===== config.mk =====
export PLATFORM = sky130hd
export DESIGN_NAME = key_accumulator
export DESIGN_NICKNAME = d
export VERILOG_FILES = /design/src/rtl/adding_machine_pkg.sv /design/src/rtl/key_debounce.sv /design/src/rtl/key_accumulator.sv
export SDC_FILE = /design/constraint.sdc
export NUM_CORES = 1
export LEC_CHECK = 0
export ABC_CLOCK_PERIOD_IN_PS = 2600
export BUFFER_PORTS_ARGS = -buffer_cell sky130_fd_sc_hd__buf_2
export CAP_MARGIN = 15
export CORE_MARGIN = 2
export CORE_UTILIZATION = 60
export CTS_BUF_LIST = sky130_fd_sc_hd__clkbuf_8
export DETAILED_ROUTE_END_ITERATION = 12
export PLACE_DENSITY = 0.81
export SLEW_MARGIN = 10
export SYNTH_ARGS = -nofsm -noshare
export SYNTH_HDL_FRONTEND = slang
export SYNTH_SLANG_ARGS = --single-unit

===== constraint.sdc =====
create_clock -name CLOCK_50 -period 2.6 [get_ports CLOCK_50]
set_clock_uncertainty 0.1 [all_clocks]
set_input_delay 0.26 -clock CLOCK_50 [delete_from_list [all_inputs] [get_ports CLOCK_50]]
set_output_delay 0.26 -clock CLOCK_50 [all_outputs]
set_load 0.005 [all_outputs]

===== src/rtl/adding_machine_pkg.sv =====
// Shared types and widths for the adding-machine operand-entry path.
package adding_machine_pkg;

   localparam int OPERAND_W = 5;
   localparam int TOTAL_W   = 6;

   typedef enum logic [1:0] {
      IDLE         = 2'd0,
      PRESS_WAIT   = 2'd1,
      HELD         = 2'd2,
      RELEASE_WAIT = 2'd3
   } key_state_t;

endpackage


===== src/rtl/key_debounce.sv =====
// Push-button synchronizer plus press/release debounce FSM.
// press_accept marks the edge on which a debounced press is taken.
module key_debounce
   import adding_machine_pkg::*;
#(
   parameter int DEBOUNCE_CYCLES = 500000
) (
   input  logic clk,
   input  logic rst_n,
   input  logic key_n,
   output logic press_accept,
   output logic busy
);

   localparam int CW = $clog2(DEBOUNCE_CYCLES + 1);
   localparam logic [CW-1:0] LAST = CW'(DEBOUNCE_CYCLES - 1);

   logic            sync_q;
   logic            key_s;
   logic [CW-1:0]   cnt;
   key_state_t      state;

   // Qualifying condition for the edge that leaves PRESS_WAIT; the parent
   // registers its effects on that same edge so there is no extra latency.
   assign press_accept = (state == PRESS_WAIT) && !key_s && (cnt == LAST);

   always_ff @(posedge clk) begin
      if (!rst_n) begin
         sync_q <= 1'b1;
         key_s  <= 1'b1;
         state  <= IDLE;
         cnt    <= '0;
         busy   <= 1'b0;
      end else begin
         sync_q <= key_n;
         key_s  <= sync_q;
         case (state)
            IDLE: begin
               if (!key_s) begin
                  state <= PRESS_WAIT;
                  busy  <= 1'b1;
               end
            end
            PRESS_WAIT: begin
               if (key_s) begin
                  state <= IDLE;
                  cnt   <= '0;
                  busy  <= 1'b0;
               end else if (cnt == LAST) begin
                  state <= HELD;
                  cnt   <= '0;
               end else begin
                  cnt <= cnt + 1'b1;
               end
            end
            HELD: begin
               if (key_s) state <= RELEASE_WAIT;
            end
            RELEASE_WAIT: begin
               if (!key_s) begin
                  state <= HELD;
                  cnt   <= '0;
               end else if (cnt == LAST) begin
                  state <= IDLE;
                  cnt   <= '0;
                  busy  <= 1'b0;
               end else begin
                  cnt <= cnt + 1'b1;
               end
            end
            default: begin
               state <= IDLE;
               cnt   <= '0;
               busy  <= 1'b0;
            end
         endcase
      end
   end

endmodule


===== src/rtl/key_accumulator.sv =====
// Adds/subtracts the switch operand into a 6-bit running total on each
// debounced key press; sticky ovf records any carry-out or borrow.
module key_accumulator
   import adding_machine_pkg::*;
#(
   parameter int DEBOUNCE_CYCLES = 500000
) (
   input  logic                 CLOCK_50,
   input  logic                 RESET_N,
   input  logic                 KEY_N,
   input  logic [OPERAND_W-1:0] operand,
   input  logic                 sub,
   output logic [TOTAL_W-1:0]   total,
   output logic [OPERAND_W-1:0] last_operand,
   output logic                 ovf,
   output logic                 add_pulse,
   output logic                 busy
);

   logic             accept;
   logic [TOTAL_W:0] sum;

   key_debounce #(
      .DEBOUNCE_CYCLES (DEBOUNCE_CYCLES)
   ) u_debounce (
      .clk          (CLOCK_50),
      .rst_n        (RESET_N),
      .key_n        (KEY_N),
      .press_accept (accept),
      .busy         (busy)
   );

   // Top bit of sum is the carry on add and the borrow on subtract.
   always_comb begin
      sum = '0;
      if (sub) sum = {1'b0, total} - {2'b0, operand};
      else     sum = {1'b0, total} + {2'b0, operand};
   end

   always_ff @(posedge CLOCK_50) begin
      if (!RESET_N) begin
         total        <= '0;
         last_operand <= '0;
         ovf          <= 1'b0;
         add_pulse    <= 1'b0;
      end else begin
         add_pulse <= accept;
         if (accept) begin
            total        <= sum[TOTAL_W-1:0];
            last_operand <= operand;
            if (sum[TOTAL_W]) ovf <= 1'b1;
         end
      end
   end

endmodule


Word-level counts from Yosys, hierarchy flattened
Cells that the tools add are included. Widths: inputs -> output; s select.

Register bits after elaboration: 37. Input port bits: 9. Logic and storage cells: 49.

Add/sub/neg operators: 3. Mux-type cells: 17. Eq/ne operators: 11. Reduce and logical (&&, ||, !) cells: 9.

Operators with widths (number): $mux 19 (3); $pmux 19 s2 (1); $add 19x1->19 const B (1); $eq 19x19->1 const B (1); $mux 2 (6); $ne 2x1->1 const B (4); $pmux 2 s4 (1); $add 6x5->7 (1); $mux 7 (1); $sub 6x5->7 (1); $reduce_and 5->1 (1); $eq 2x2->1 const B (2); $mux 1 (4); $reduce_and 4->1 (1); $ne 3x2->1 const B (1); $ne 3x3->1 const B (1); $pmux 1 s3 (1); $reduce_bool 3->1 (1); $eq 2x1->1 const B (1); $logic_and 1x1->1 (2); $logic_not 2->1 (1); $ne 2x2->1 const B (1); $reduce_and 2->1 (1); $reduce_bool 2->1 (1); $logic_not 1->1 (1).

Depth between registers and ports, before layout
Gate-level depths: netlist (run 1).

Depth in word-level cells: 4. Mapped depth: 9. Depth with buffers taken out: 9.

Cells and area by module
Synthesis (run 1) repeated with hierarchy kept, for this count alone.

Cells, all modules: 223. Area total of the unflattened synthesis: 1974.4 µm².

By module, submodules not included: key_debounce (instances 1, cells an instance 137, area an instance 1169.9 µm²); key_accumulator (instances 1, cells an instance 86, area an instance 804.5 µm²).

Worst setup path before layout (run 1)
Ideal clock, no wire load.

Path type: input port to flip-flop. Start: in operand[0]. End: reg ovf. Path buffers: 0. Data required time: 2409 ps. Data arrival time: 1980 ps. Stages: 8. Setup slack: 429 ps. Cells stage by stage: inv_1 > ha_1 > mux2_2 > fa_1 > nor2b_1 > o31ai_1 > a211o_1 > a311oi_1.

Longest elaborated chain between the ends: 3.

RTL lines: from (decl) (RTL line key_accumulator.sv:11) `input logic [OPERAND_W-1:0] operand,`; $add 6x5->7 / $sub 6x5->7 (equally long branches) (RTL line key_accumulator.sv:37, key_accumulator.sv:36); $mux 7 * (RTL line key_accumulator.sv:36) `if (sub) sum = {1'b0, total} - {2'b0, operand};`; $reduce_and 2->1 (no line) *; to (signal assigned) (RTL line key_accumulator.sv:44) `ovf <= 1'b0;`; to (signal assigned) (RTL line key_accumulator.sv:51) `if (sum[TOTAL_W]) ovf <= 1'b1;`; to (decl) (RTL line key_accumulator.sv:15) `output logic ovf,`.

Mark *: on every way between the ends. The rest lies on a longest branch, timed or not. A chain may end at the register's enable or synchronous reset.

Final worst setup path (run 1)
Same ends and word-level chain as after synthesis.

==> summary.txt, run 1 <==
Status
  – Status: complete, no violations

Routing
  – WL per Instance: 14.91 um
  – Total routed wirelength: 4.682 mm
  – DRC Markers: 0
  – Drt pass-1 iters: 4
  – First DRT Iteration DRCs: 174
  – Routed vias/inst: around 6.2
  – Final antenna-violating net count: 0
  – Vias post-DR: 1943

Critical path
  – Critical Path Stages: 9
  – CP Buf/Inv Count: 2
  – CP peak stage delay: 0.44 ns
  – Crit. End Element: register
  – CP cell instances: buf_2 -> inv_1 -> ha_1 -> mux2_2 -> fa_1 -> nor2b_1 -> o31ai_1 -> a211o_1 -> a311oi_1
  – CP endpoint: ovf
  – Worst-path fanout max: 4
  – WP data required: 2.70 ns
  – WP data arrival: 2.25 ns
  – Nature of the critical path startpoint: input pin
  – Worst path top cell family by delay: adder cells
  – Crit Reg-Reg Startpoint: u_debounce.cnt[0]
  – Crit. Startpoint: operand[0]
  – Register-to-Register Setup Slack: 0.53 ns
  – Critical Path Slowest Stage Cell: fa_1
  – Setup CP Type: input pin to register
  – RR Endpoint: u_debounce.cnt[8]
  – R2r worst-path depth: 5

GRT
  – Antenna violations before repair: 0
  – Grt ovf: 0
  – Largest net degree at the start of global routing: 19
  – Vias in the first global route: 1835
  – First-pass GRT wire length: 8.073 mm
  – GRT Util Overall: ~25%

Yosys
  – Asr flop ratio synth: 0%
  – Mean Syn Cell Area: 8.577 um2
  – Synthesized area: 0.002127 mm2
  – Gate Count Post-Synth: 248
  – Most used DFF post-synth: dfxtp_1
  – Synthesis-stage register bit count: 37
  – Yosys cell types: 52
  – Yosys Warn Count: 0
  – Sequential area share after synthesis: 34.82%
  – Number of flops mapped to enable cells by yosys: 0
  – Post-Synthesis Net Count: 266

Placement
  – DP Area: 0.002237 mm2
  – Place WS: ~0.16 ns
  – Routability cong.: 0.8714
  – Post-DP HPWL: approximately 3.3 mm
  – # port buffers: 22

STA
  – Final Cycle Share: approximately 83%
  – Tmin final: between 2 and 2.5 ns
  – Max Freq: 464.8 MHz
  – Max-slew headroom: between 60% and 70%
  – Fin. Hold Viols: 0
  – Fin worst setup slack: approximately 0.45 ns
  – Worst-margin pin slew: 0.5329 ns
  – Slew Limit Fails: 0
  – Setup violations, final: 0
  – WHS: 0.04970 ns
  – Final TNS setup: 0 ns
  – RSZ-0062 raised after global routing: no

Clock tree
  – H-tree depth: 2
  – CTS tree: built
  – Clock Path Buffers: 2
  – Post-CTS setup buffer count: 0
  – Root Buffer: clkbuf_8
  – Worst-skew pair later-pin latency: 0.29 ns
  – # hold bufs at CTS: 0
  – PostCTS Resize Cnt: 0
  – Clock Sinks: 37
  – Clk pin slew, worst setup/hold paths: around 0.070 ns
  – Total CTS buffers: 5

Die
  – Initial core utilization: ~63%
  – Area of the core: 0.003363 mm2
  – DIE HEIGHT: approximately 64 um
  – Number of core rows: 21
  – Die W: ~64 um
  – Total die area: 0.004037 mm2
  – I/O pin total: 23

Layout
  – Filler cells: about 280
  – Design area: approximately 0.0024 mm2
  – Share of cells above drive strength 1: 18.28%
  – Area growth syn-to-layout: 10.82%
  – # diodes: 0
  – Commonest cells after routing, fill and taps aside: dfxtp_1 (37), a21oi_1 (23), buf_2 (22)
  – Nets@finish: 285
  – Most common cell after layout, fill and taps aside: dfxtp_1

Power
  – Max VDD drop: 0.6155 mV
  – Static Leak: ~0.00089 uW
  – Pwr Density: 502.3 mW/mm2

Flow run
  – MaxCap Viol Count: 0

Worst hold path
  – HP Class: input pin to register
-- cell type report --
| cell class | count | area [um2] | share of cell area [%] |
|---|---|---|---|
| clock buffer | 6 | 82.58 | 3.503 |
| sequential | 37 | 740.7 | 31.42 |
| timing repair buffer | 24 | 125.1 | 5.308 |
| multi-input combinational | 188 | 1272 | 53.98 |
| clock inverter | 2 | 37.54 | 1.592 |
| tap | 46 | 57.56 | 2.442 |
| inverter | 11 | 41.29 | 1.752 |
-- cell families (layout without fill, tap and decap cells) --
group / after synthesis / after routing / share of synthesized area [%]
AO/OA/AOI/OAI: 73 / 73 / 22.12
XOR/XNOR: 13 / 13 / 5.353
AND/OR/NAND/NOR: 92 / 92 / 26.18
multiplexers: 1 / 1 / 0.5294
buffers and inverters: 23 / 43 / 5.353
adder cells (fa/ha/maj): 9 / 9 / 5.647
flip-flops: 37 / 37 / 34.82
-- worst register-to-register path, delay by kind of cell (launching register included) --
family	cells	cell delay (ns)
compound gates	1	0.48
fa+ha+maj	1	0.23
flops	1	0.42
simple gates	3	0.71
-- report_power, final --
group	total, uW	switching [uW]	internal [uW]
registers	571	1.94	569
clock network	518	206	312
logic	94.9	54.8	40.1
-- worst min path at each step --
stage | startpoint | endpoint | cells after the start | slack [ns]
6_report | KEY_N | u_debounce.sync_q | 2 | 0.05
5_1_grt | KEY_N | u_debounce.sync_q | 2 | 0.07
4_1_cts | KEY_N | u_debounce.sync_q | 2 | 0.05
3_5_place_dp | u_debounce.sync_q | u_debounce.key_s | 1 | 0.29
3_3_place_gp | u_debounce.sync_q | u_debounce.key_s | 1 | 0.29
2_1_floorplan | KEY_N | u_debounce.sync_q | 1 | 0.26
-- stage by stage --
step / util, % / instances / total power [uW]
floorplan: - / 248 / 650.9
global placement: 66.52 / 306 / 675.9
detailed placement: 66.52 / 306 / 677.0
CTS: 70.09 / 314 / 1191
global route: 70.09 / 314 / 1222
finish: 70.09 / 314 / 1184
-- synthesized netlist by cell type, types with 3 or more instances --
| cell | count | area (um2) |
|---|---|---|
| o211ai_1 | 5 | 37.54 |
| a311oi_1 | 4 | 35.03 |
| and4_1 | 4 | 35.03 |
| buf_2 | 4 | 20.02 |
| or3_1 | 5 | 31.28 |
| nand4_1 | 9 | 56.30 |
| ha_1 | 8 | 100.1 |
| nand2_1 | 8 | 30.03 |
| o2111ai_1 | 3 | 26.28 |
| o21ai_0 | 19 | 95.09 |
| o21a_1 | 5 | 37.54 |
| xor2_1 | 8 | 70.07 |
| inv_1 | 10 | 37.54 |
| xnor2_1 | 5 | 43.79 |
| or2_2 | 3 | 18.77 |
| dfxtp_1 | 37 | 740.7 |
| nand3_1 | 19 | 95.09 |
| nor2b_1 | 4 | 25.02 |
| clkbuf_1 | 4 | 15.01 |
| a21oi_1 | 23 | 115.1 |
| and3_2 | 3 | 22.52 |
| nor2_1 | 19 | 71.32 |
-- state kept, by name, summed over array words and instances (netlist names), named ones only --
| signal | count |
|---|---|
| last_operand | 5 |
| add_pulse | 1 |
| u_debounce.state | 1 |
| u_debounce.sync_q | 1 |
| u_debounce.key_s | 1 |
| u_debounce.cnt | 19 |
| u_debounce.busy | 1 |
| total | 6 |
| ovf | 1 |
-- layer usage --
| metal | track usage [%] | share of wire (%) | wire [um] |
|---|---|---|---|
| met1 | 31.13 | 46 | 2166 |
| met2 | 40.79 | 47 | 2184 |
| met3 | 5.000 | 5.3 | 249 |
| met4 | 10.33 | 1.8 | 82 |
| met5 | 0 | 0 | 0 |
Power figures use the tool's default switching activity.
==> run 2, diff against run 1 <==
--- a/config.mk
+++ b/config.mk
@@ -5,14 +5,14 @@
 export SDC_FILE = /design/constraint.sdc
 export NUM_CORES = 1
 export LEC_CHECK = 0
-export ABC_CLOCK_PERIOD_IN_PS = 2600
+export ABC_CLOCK_PERIOD_IN_PS = 1900
 export BUFFER_PORTS_ARGS = -buffer_cell sky130_fd_sc_hd__buf_2
 export CAP_MARGIN = 15
 export CORE_MARGIN = 2
-export CORE_UTILIZATION = 60
+export CORE_UTILIZATION = 55
 export CTS_BUF_LIST = sky130_fd_sc_hd__clkbuf_8
 export DETAILED_ROUTE_END_ITERATION = 12
-export PLACE_DENSITY = 0.81
+export PLACE_DENSITY = 0.78
 export SLEW_MARGIN = 10
 export SYNTH_ARGS = -nofsm -noshare
 export SYNTH_HDL_FRONTEND = slang
==> constraint.sdc (replaced) <==
create_clock -name CLOCK_50 -period 1.9 [get_ports CLOCK_50]
set_clock_uncertainty 0.1 [all_clocks]
set_input_delay 0.19 -clock CLOCK_50 [delete_from_list [all_inputs] [get_ports CLOCK_50]]
set_output_delay 0.19 -clock CLOCK_50 [all_outputs]
set_load 0.005 [all_outputs]
==> run 2 against run 1 <==
Compared with the run above:
- non-clock buffer count is 30 higher
- sequential cell count stayed put
- power is 29% higher
- combinational power is 110% higher
- largest power group unchanged
- die area is 8.5% higher
- core utilization is 2.2 points higher
- cell count is 9.9% higher
- critical path depth stayed put
- setup slack worse by 0.45 ns
- highest routed layer unchanged
- hold slack better by 0.049 ns
- first-iteration DRC count is 26% lower
- global-route usage is 1.0 points lower
- largest cell class unchanged
==> summary.txt, run 2 (synthesis results as in run 1) <==
Clock tree
  – Clock Sinks: 37 (unchanged)
  – H-tree depth: 2 (unchanged)
  – CTS tree: built (unchanged)
  – Root Buffer: clkbuf_8 (unchanged)
  – Total CTS buffers: 5 (unchanged)
  – Worst-skew pair later-pin latency: 0.28 ns (was 0.29 ns)
  – Clock Path Buffers: 2 (unchanged)
  – Clk pin slew, worst setup/hold paths: 0.07 ns (about the same)

Layout
  – Nets@finish: 315 (was 285)
  – Max reg flops: 19 (unchanged)
  – Area growth syn-to-layout: 25.35% (was 10.82%)
  – Finished Layout Cells: 345 (was 314)
  – Area of the multi-input gates: 0.001334 mm2 (was 0.001272 mm2)
  – Reg area: 742.0 um2 (was 740.7 um2)
  – Largest reg by FF count: u_debounce.cnt (unchanged)
  – Commonest cells after routing, fill and taps aside: dfxtp_1 (36), buf_4 (30), a21oi_1 (23) (was dfxtp_1 (37), a21oi_1 (23), buf_2 (22))
  – Design area: 0.002666 mm2 (was 0.002357 mm2)
  – Most common cell after layout, fill and taps aside: dfxtp_1 (unchanged)
  – Filler cells: 286 (was 282)
  – Share of cells above drive strength 1: 29.63% (was 18.28%)
  – # diodes: 0 (unchanged)
  – Top flop regs: u_debounce.cnt x19, total x6, last_operand x5 (unchanged)

Routing
  – Routed vias/inst: 5.812 (was 6.188)
  – Total routed wirelength: 5.152 mm (was 4.682 mm)
  – Drt pass-1 iters: 4 (unchanged)
  – WL per Instance: 14.93 um (was 14.91 um)
  – Final antenna-violating net count: 0 (unchanged)
  – DRC Markers: 0 (unchanged)
  – First DRT Iteration DRCs: 129 (was 174)
  – Vias post-DR: 2005 (was 1943)

STA
  – Max-slew headroom: 68.73% (was 64.22%)
  – RSZ-0062 raised after global routing: yes (was no)
  – Tmin final: 1.899 ns
  – Setup violations, final: 0 (unchanged)
  – Final TNS setup: 0 ns (unchanged)
  – Final Cycle Share: 99.94%
  – Fin. Hold Viols: 0 (unchanged)
  – Worst-margin pin slew: 0.4674 ns (was 0.5329 ns)
  – Max Freq: 526.6 MHz
  – Slew Limit Fails: 0 (unchanged)

Placement
  – Routability cong.: 0.8809 (was 0.8714)
  – Placed insts: 334 (was 306)
  – Post-DP HPWL: 3.659 mm (was 3.268 mm)
  – # port buffers: 22 (unchanged)
  – DP Area: 0.002489 mm2 (was 0.002237 mm2)

Critical path
  – Crit. End Element: register (unchanged)
  – Worst-path fanout max: 3 (was 4)
  – WP data arrival: 2.00 ns (was 2.25 ns)
  – Setup CP Type: input pin to register (unchanged)
  – Nature of the critical path startpoint: input pin (unchanged)
  – WP data required: 2.00 ns (was 2.70 ns)

Power
  – Pwr Density: 570.7 mW/mm2 (was 502.3 mW/mm2)
  – Final total power: 1522 uW (was 1184 uW)
  – Static Leak: 0.001041 uW (was 0.0008892 uW)
  – Max VDD drop: 0.7210 mV (was 0.6155 mV)

GRT
  – Grt ovf: 0 (unchanged)
  – Largest net degree at the start of global routing: 16 (was 19)
  – Antenna violations before repair: 0 (unchanged)
  – GRT Util Overall: 23.64% (was 24.65%)
  – Met3 Resource Use GR: 4.770% (was 5.000%)
  – Vias in the first global route: 1799 (was 1835)
  – First-pass GRT wire length: 8.052 mm (was 8.073 mm)
  – Met2 Resource Use GR: 39.50% (was 40.79%)
  – Most used routing layer in global routing: met2 (unchanged)
  – Met1 Use GR: 31.16% (was 31.13%)

Die
  – Number of core rows: 22 (was 21)
  – Die W: 66.19 um (was 63.54 um)
  – Initial core utilization: 57.67% (was 63.24%)
  – Total die area: 0.004380 mm2 (was 0.004037 mm2)
  – Area of the core: 0.003689 mm2 (was 0.003363 mm2)
  – DIE HEIGHT: 66.19 um (was 63.54 um)
  – I/O pin total: 23 (unchanged)

Flow run
  – MaxCap Viol Count: 0 (unchanged)

Worst hold path
  – HP Class: input pin to register (unchanged)

Status
  – Status: complete, no violations (unchanged)
## run 2: changes by cell type in the layout (fill, tap and decap cells not counted), sizes merged
cell,delta
buf,+29
bufinv,-1
dlygate4sd3,+1
inv,+1
clkinvlp,-1
## run 2: stage by stage
| stage | hold WS, ns | utilization, % | setup slack, ns |
|---|---|---|---|
| floorplan | 0.1915 | - | -0.01767 |
| global placement | 0.2704 | 67.47 | -0.2465 |
| detailed placement | 0.2839 | 67.47 | -0.3291 |
| CTS | 0.09376 | 70.28 | 0.001238 |
| global route | 0.1020 | 72.29 | -0.05141 |
| finish | 0.09844 | 72.29 | 0.001171 |
## run 2: critical path: stages
cell	delay (ns)
buf_8	0.10
inv_6	0.05
ha_4	0.19
mux2_4	0.28
fa_2	0.42
nor2b_4	0.16
o31ai_4	0.09
a211o_1	0.28
a311oi_2	0.23
## run 2: layout make-up
class	instances	area share, %
clock buffer	6	3.097
timing repair buffer	54	14.45
multi-input combinational	188	50.02
inverter	11	2.206
sequential	37	27.83
clock inverter	1	0.1408
tap	48	2.252
## run 2: what timing repair did
action / CTS / global route
setup endpoints to repair: 1 / 3
hold buffers: 1 / 0
hold endpoints to repair: 1 / 0
pin swaps: 1 / 6
buffers inserted: 0 / 3
gates resized for setup: 2 / 13
## run 2: routing by layer
layer | vias to the layer above | wire length, um
li1 | 1026 | -
met1 | 930 | 2395
met2 | 40 | 2523
met3 | 9 | 164
met4 | 0 | 68
met5 | - | 0
## run 2: final timing paths
| kind | start | endpoint | slack, ns | cells after the start |
|---|---|---|---|---|
| worst min register to register | u_debounce.sync_q | u_debounce.key_s | 0.31 | 1 |
| worst max register to register | total[0] | ovf | 0.01 | 7 |
| worst min-delay path | RESET_N | u_debounce.key_s | 0.1 | 2 |
| worst max-delay path | operand[0] | ovf | 0.001 | 9 |
## run 2: power by group
part           internal (uW)  switching [uW]
clock                    282             261
sequential               779            2.94
combinational            101            95.1
total                   1160             359
==> run 3, diff against run 2 <==
--- a/config.mk
+++ b/config.mk
@@ -8,11 +8,13 @@
 export ABC_CLOCK_PERIOD_IN_PS = 1900
 export BUFFER_PORTS_ARGS = -buffer_cell sky130_fd_sc_hd__buf_2
 export CAP_MARGIN = 15
+export CELL_PAD_IN_SITES_DETAIL_PLACEMENT = 0
+export CELL_PAD_IN_SITES_GLOBAL_PLACEMENT = 1
 export CORE_MARGIN = 2
-export CORE_UTILIZATION = 55
+export CORE_UTILIZATION = 41
 export CTS_BUF_LIST = sky130_fd_sc_hd__clkbuf_8
 export DETAILED_ROUTE_END_ITERATION = 12
-export PLACE_DENSITY = 0.78
+export PLACE_DENSITY_LB_ADDON = 0.1
 export SLEW_MARGIN = 10
 export SYNTH_ARGS = -nofsm -noshare
 export SYNTH_HDL_FRONTEND = slang
==> run 3 against run 2 <==
Compared with the run above:
- hold slack improved by 0.00061 ns
- register-to-register slack improved by 0.07 ns
- clock-buffer cell count decreased by 1
- wire length increased by 4.9%
- power increased by 0.40%
==> summary.txt, run 3 (synthesis results as in run 1) <==
Layout
  – Area of the multi-input gates: 0.001384 mm2 (was 0.001334 mm2)
  – Design area: 0.002754 mm2 (was 0.002666 mm2)
  – Largest reg by FF count: u_debounce.cnt (unchanged)
  – Reg area: 742.0 um2 (unchanged)
  – # diodes: 0 (unchanged)
  – Share of cells above drive strength 1: 33.44% (was 29.63%)
  – Nets@finish: 319 (was 315)
  – Area growth syn-to-layout: 29.47% (was 25.35%)
  – Commonest cells after routing, fill and taps aside: dfxtp_1 (36), buf_4 (34), a21oi_1 (23) (was dfxtp_1 (36), buf_4 (30), a21oi_1 (23))
  – Top flop regs: u_debounce.cnt x19, total x6, last_operand x5 (unchanged)
  – Max reg flops: 19 (unchanged)
  – Filler cells: 498 (was 286)
  – Most common cell after layout, fill and taps aside: dfxtp_1 (unchanged)

Die
  – Die W: 76.03 um (was 66.19 um)
  – I/O pin total: 23 (unchanged)
  – Area of the core: 0.005042 mm2 (was 0.003689 mm2)
  – Total die area: 0.005780 mm2 (was 0.004380 mm2)
  – Initial core utilization: 42.18% (was 57.67%)
  – Number of core rows: 26 (was 22)
  – DIE HEIGHT: 76.03 um (was 66.19 um)

Placement
  – Place WS: -0.3341 ns (was -0.3291 ns)
  – DP Area: 0.002531 mm2 (was 0.002489 mm2)
  – # port buffers: 22 (unchanged)
  – Routability cong.: 0.7994 (was 0.8809)
  – Post-DP HPWL: 3.994 mm (was 3.659 mm)

STA
  – RSZ-0062 raised after global routing: yes (unchanged)
  – Fin. Hold Viols: 0 (unchanged)
  – Setup violations, final: 0 (unchanged)
  – Fin worst setup slack: 0.07227 ns (was 0.001171 ns)
  – Tmin final: 1.828 ns (was 1.899 ns)
  – Final Cycle Share: 96.20% (was 99.94%)
  – Max-slew headroom: 73.20% (was 68.73%)
  – WHS: 0.09905 ns (was 0.09844 ns)
  – Worst-margin pin slew: 0.3978 ns (was 0.4674 ns)
  – Max Freq: 547.1 MHz (was 526.6 MHz)
  – Slew Limit Fails: 0 (unchanged)

GRT
  – First-pass GRT wire length: 9.218 mm (was 8.052 mm)
  – Grt ovf: 0 (unchanged)
  – GRT Util Overall: 19.80% (was 23.64%)
  – Antenna violations before repair: 0 (unchanged)
  – Largest net degree at the start of global routing: 19 (was 16)
  – Vias in the first global route: 1850 (was 1799)

Clock tree
  – Root Buffer: clkbuf_8 (unchanged)
  – H-tree depth: 2 (unchanged)
  – Clock Sinks: 37 (unchanged)
  – Clk pin slew, worst setup/hold paths: 0.07 ns (about the same)
  – CTS tree: built (unchanged)
  – Clock Path Buffers: 2 (unchanged)
  – Total CTS buffers: 5 (unchanged)
  – Worst-skew pair later-pin latency: 0.29 ns (was 0.28 ns)

Flow run
  – MaxCap Viol Count: 0 (unchanged)

Worst hold path
  – HP Class: input pin to register (unchanged)

Routing
  – DRC Markers: 0 (unchanged)
  – Total routed wirelength: 5.405 mm (was 5.152 mm)
  – Vias post-DR: 2020 (was 2005)
  – WL per Instance: 14.53 um (was 14.93 um)
  – Routed vias/inst: 5.430 (was 5.812)
  – Final antenna-violating net count: 0 (unchanged)
  – First DRT Iteration DRCs: 112 (was 129)
  – Drt pass-1 iters: 4 (unchanged)

Critical path
  – WP data arrival: 1.92 ns (was 2.00 ns)
  – Critical Path Slowest Stage Cell: o41ai_1 (was fa_2)
  – Worst path top cell family by delay: compound AO/OA/AOI/OAI gates (was adder cells)
  – Nature of the critical path startpoint: input pin (unchanged)
  – Crit. End Element: register (unchanged)
  – CP peak stage delay: 0.32 ns (was 0.42 ns)
  – CP cell instances: buf_2 -> inv_4 -> ha_4 -> mux2_4 -> inv_2 -> ha_1 -> nor2b_4 -> o31ai_4 -> a311oi_2 -> o41ai_1 (was buf_8 -> inv_6 -> ha_4 -> mux2_4 -> fa_2 -> nor2b_4 -> o31ai_4 -> a211o_1 -> a311oi_2)
  – CP Buf/Inv Count: 3 (was 2)
  – WP data required: 2.00 ns (about the same)
  – Setup CP Type: input pin to register (unchanged)
  – Worst-path fanout max: 3 (unchanged)

Power
  – Max VDD drop: 0.3869 mV (was 0.7210 mV)
  – Static Leak: 0.001066 uW (was 0.001041 uW)
  – Pwr Density: 554.7 mW/mm2 (was 570.7 mW/mm2)

Status
  – Status: complete, no violations (unchanged)
[run 3: layout make-up]
cell class	instances	share of cell area, %
sequential	37	26.94
clock inverter	3	0.4998
multi-input combinational	188	50.25
inverter	11	2.045
tap	70	3.180
timing repair buffer	58	14.58
clock buffer	5	2.499
[run 3: per-stage QoR]
stage / total power (uW) / TNS [ns] / util, % / std cells
3_3_place_gp: 977.8 / -0.8907 / 50.20 / 358
6_report: 1528 / 0 / 54.62 / 372
5_1_grt: 1610 / -0.05840 / 54.62 / 372
4_1_cts: 1526 / 0 / 52.33 / 368
3_5_place_dp: 978.4 / -1.116 / 50.20 / 358
2_1_floorplan: 898.5 / -0.01767 / - / 248
[run 3: what timing repair did]
action                                  in CTS  in global routing
endpoints found under the setup margin       2                  3
pin swaps                                    1                 10
gates cloned                                 0                  0
setup buffers                                1                  4
hold buffers                                 1                  0
gates resized for setup                      2                 20
endpoints found under the hold margin        1                  0
[run 3: routing by layer]
metal  global-route usage, %  wire (um)
met5                       0          0
met4                   4.909         57
met3                   4.028        171
met2                   28.57       2367
met1                   30.11       2809
[run 3: final timing paths]
path / start / end / slack (ns) / cells after the start
worst max-delay path: operand[0] / total[5] / 0.07 / 10
worst min-delay path: RESET_N / u_debounce.sync_q / 0.1 / 2
worst max register to register: total[0] / ovf / 0.08 / 7
worst min register to register: u_debounce.sync_q / u_debounce.key_s / 0.31 / 1
[run 3: power by group]
| group | leakage (uW) | internal (uW) | total [uW] | switching (uW) |
|---|---|---|---|---|
| Combinational | 0.000718 | 113 | 216 | 103 |
| Clock | 0.0000491 | 249 | 530 | 281 |
| Sequential | 0.000299 | 779 | 782 | 3.51 |
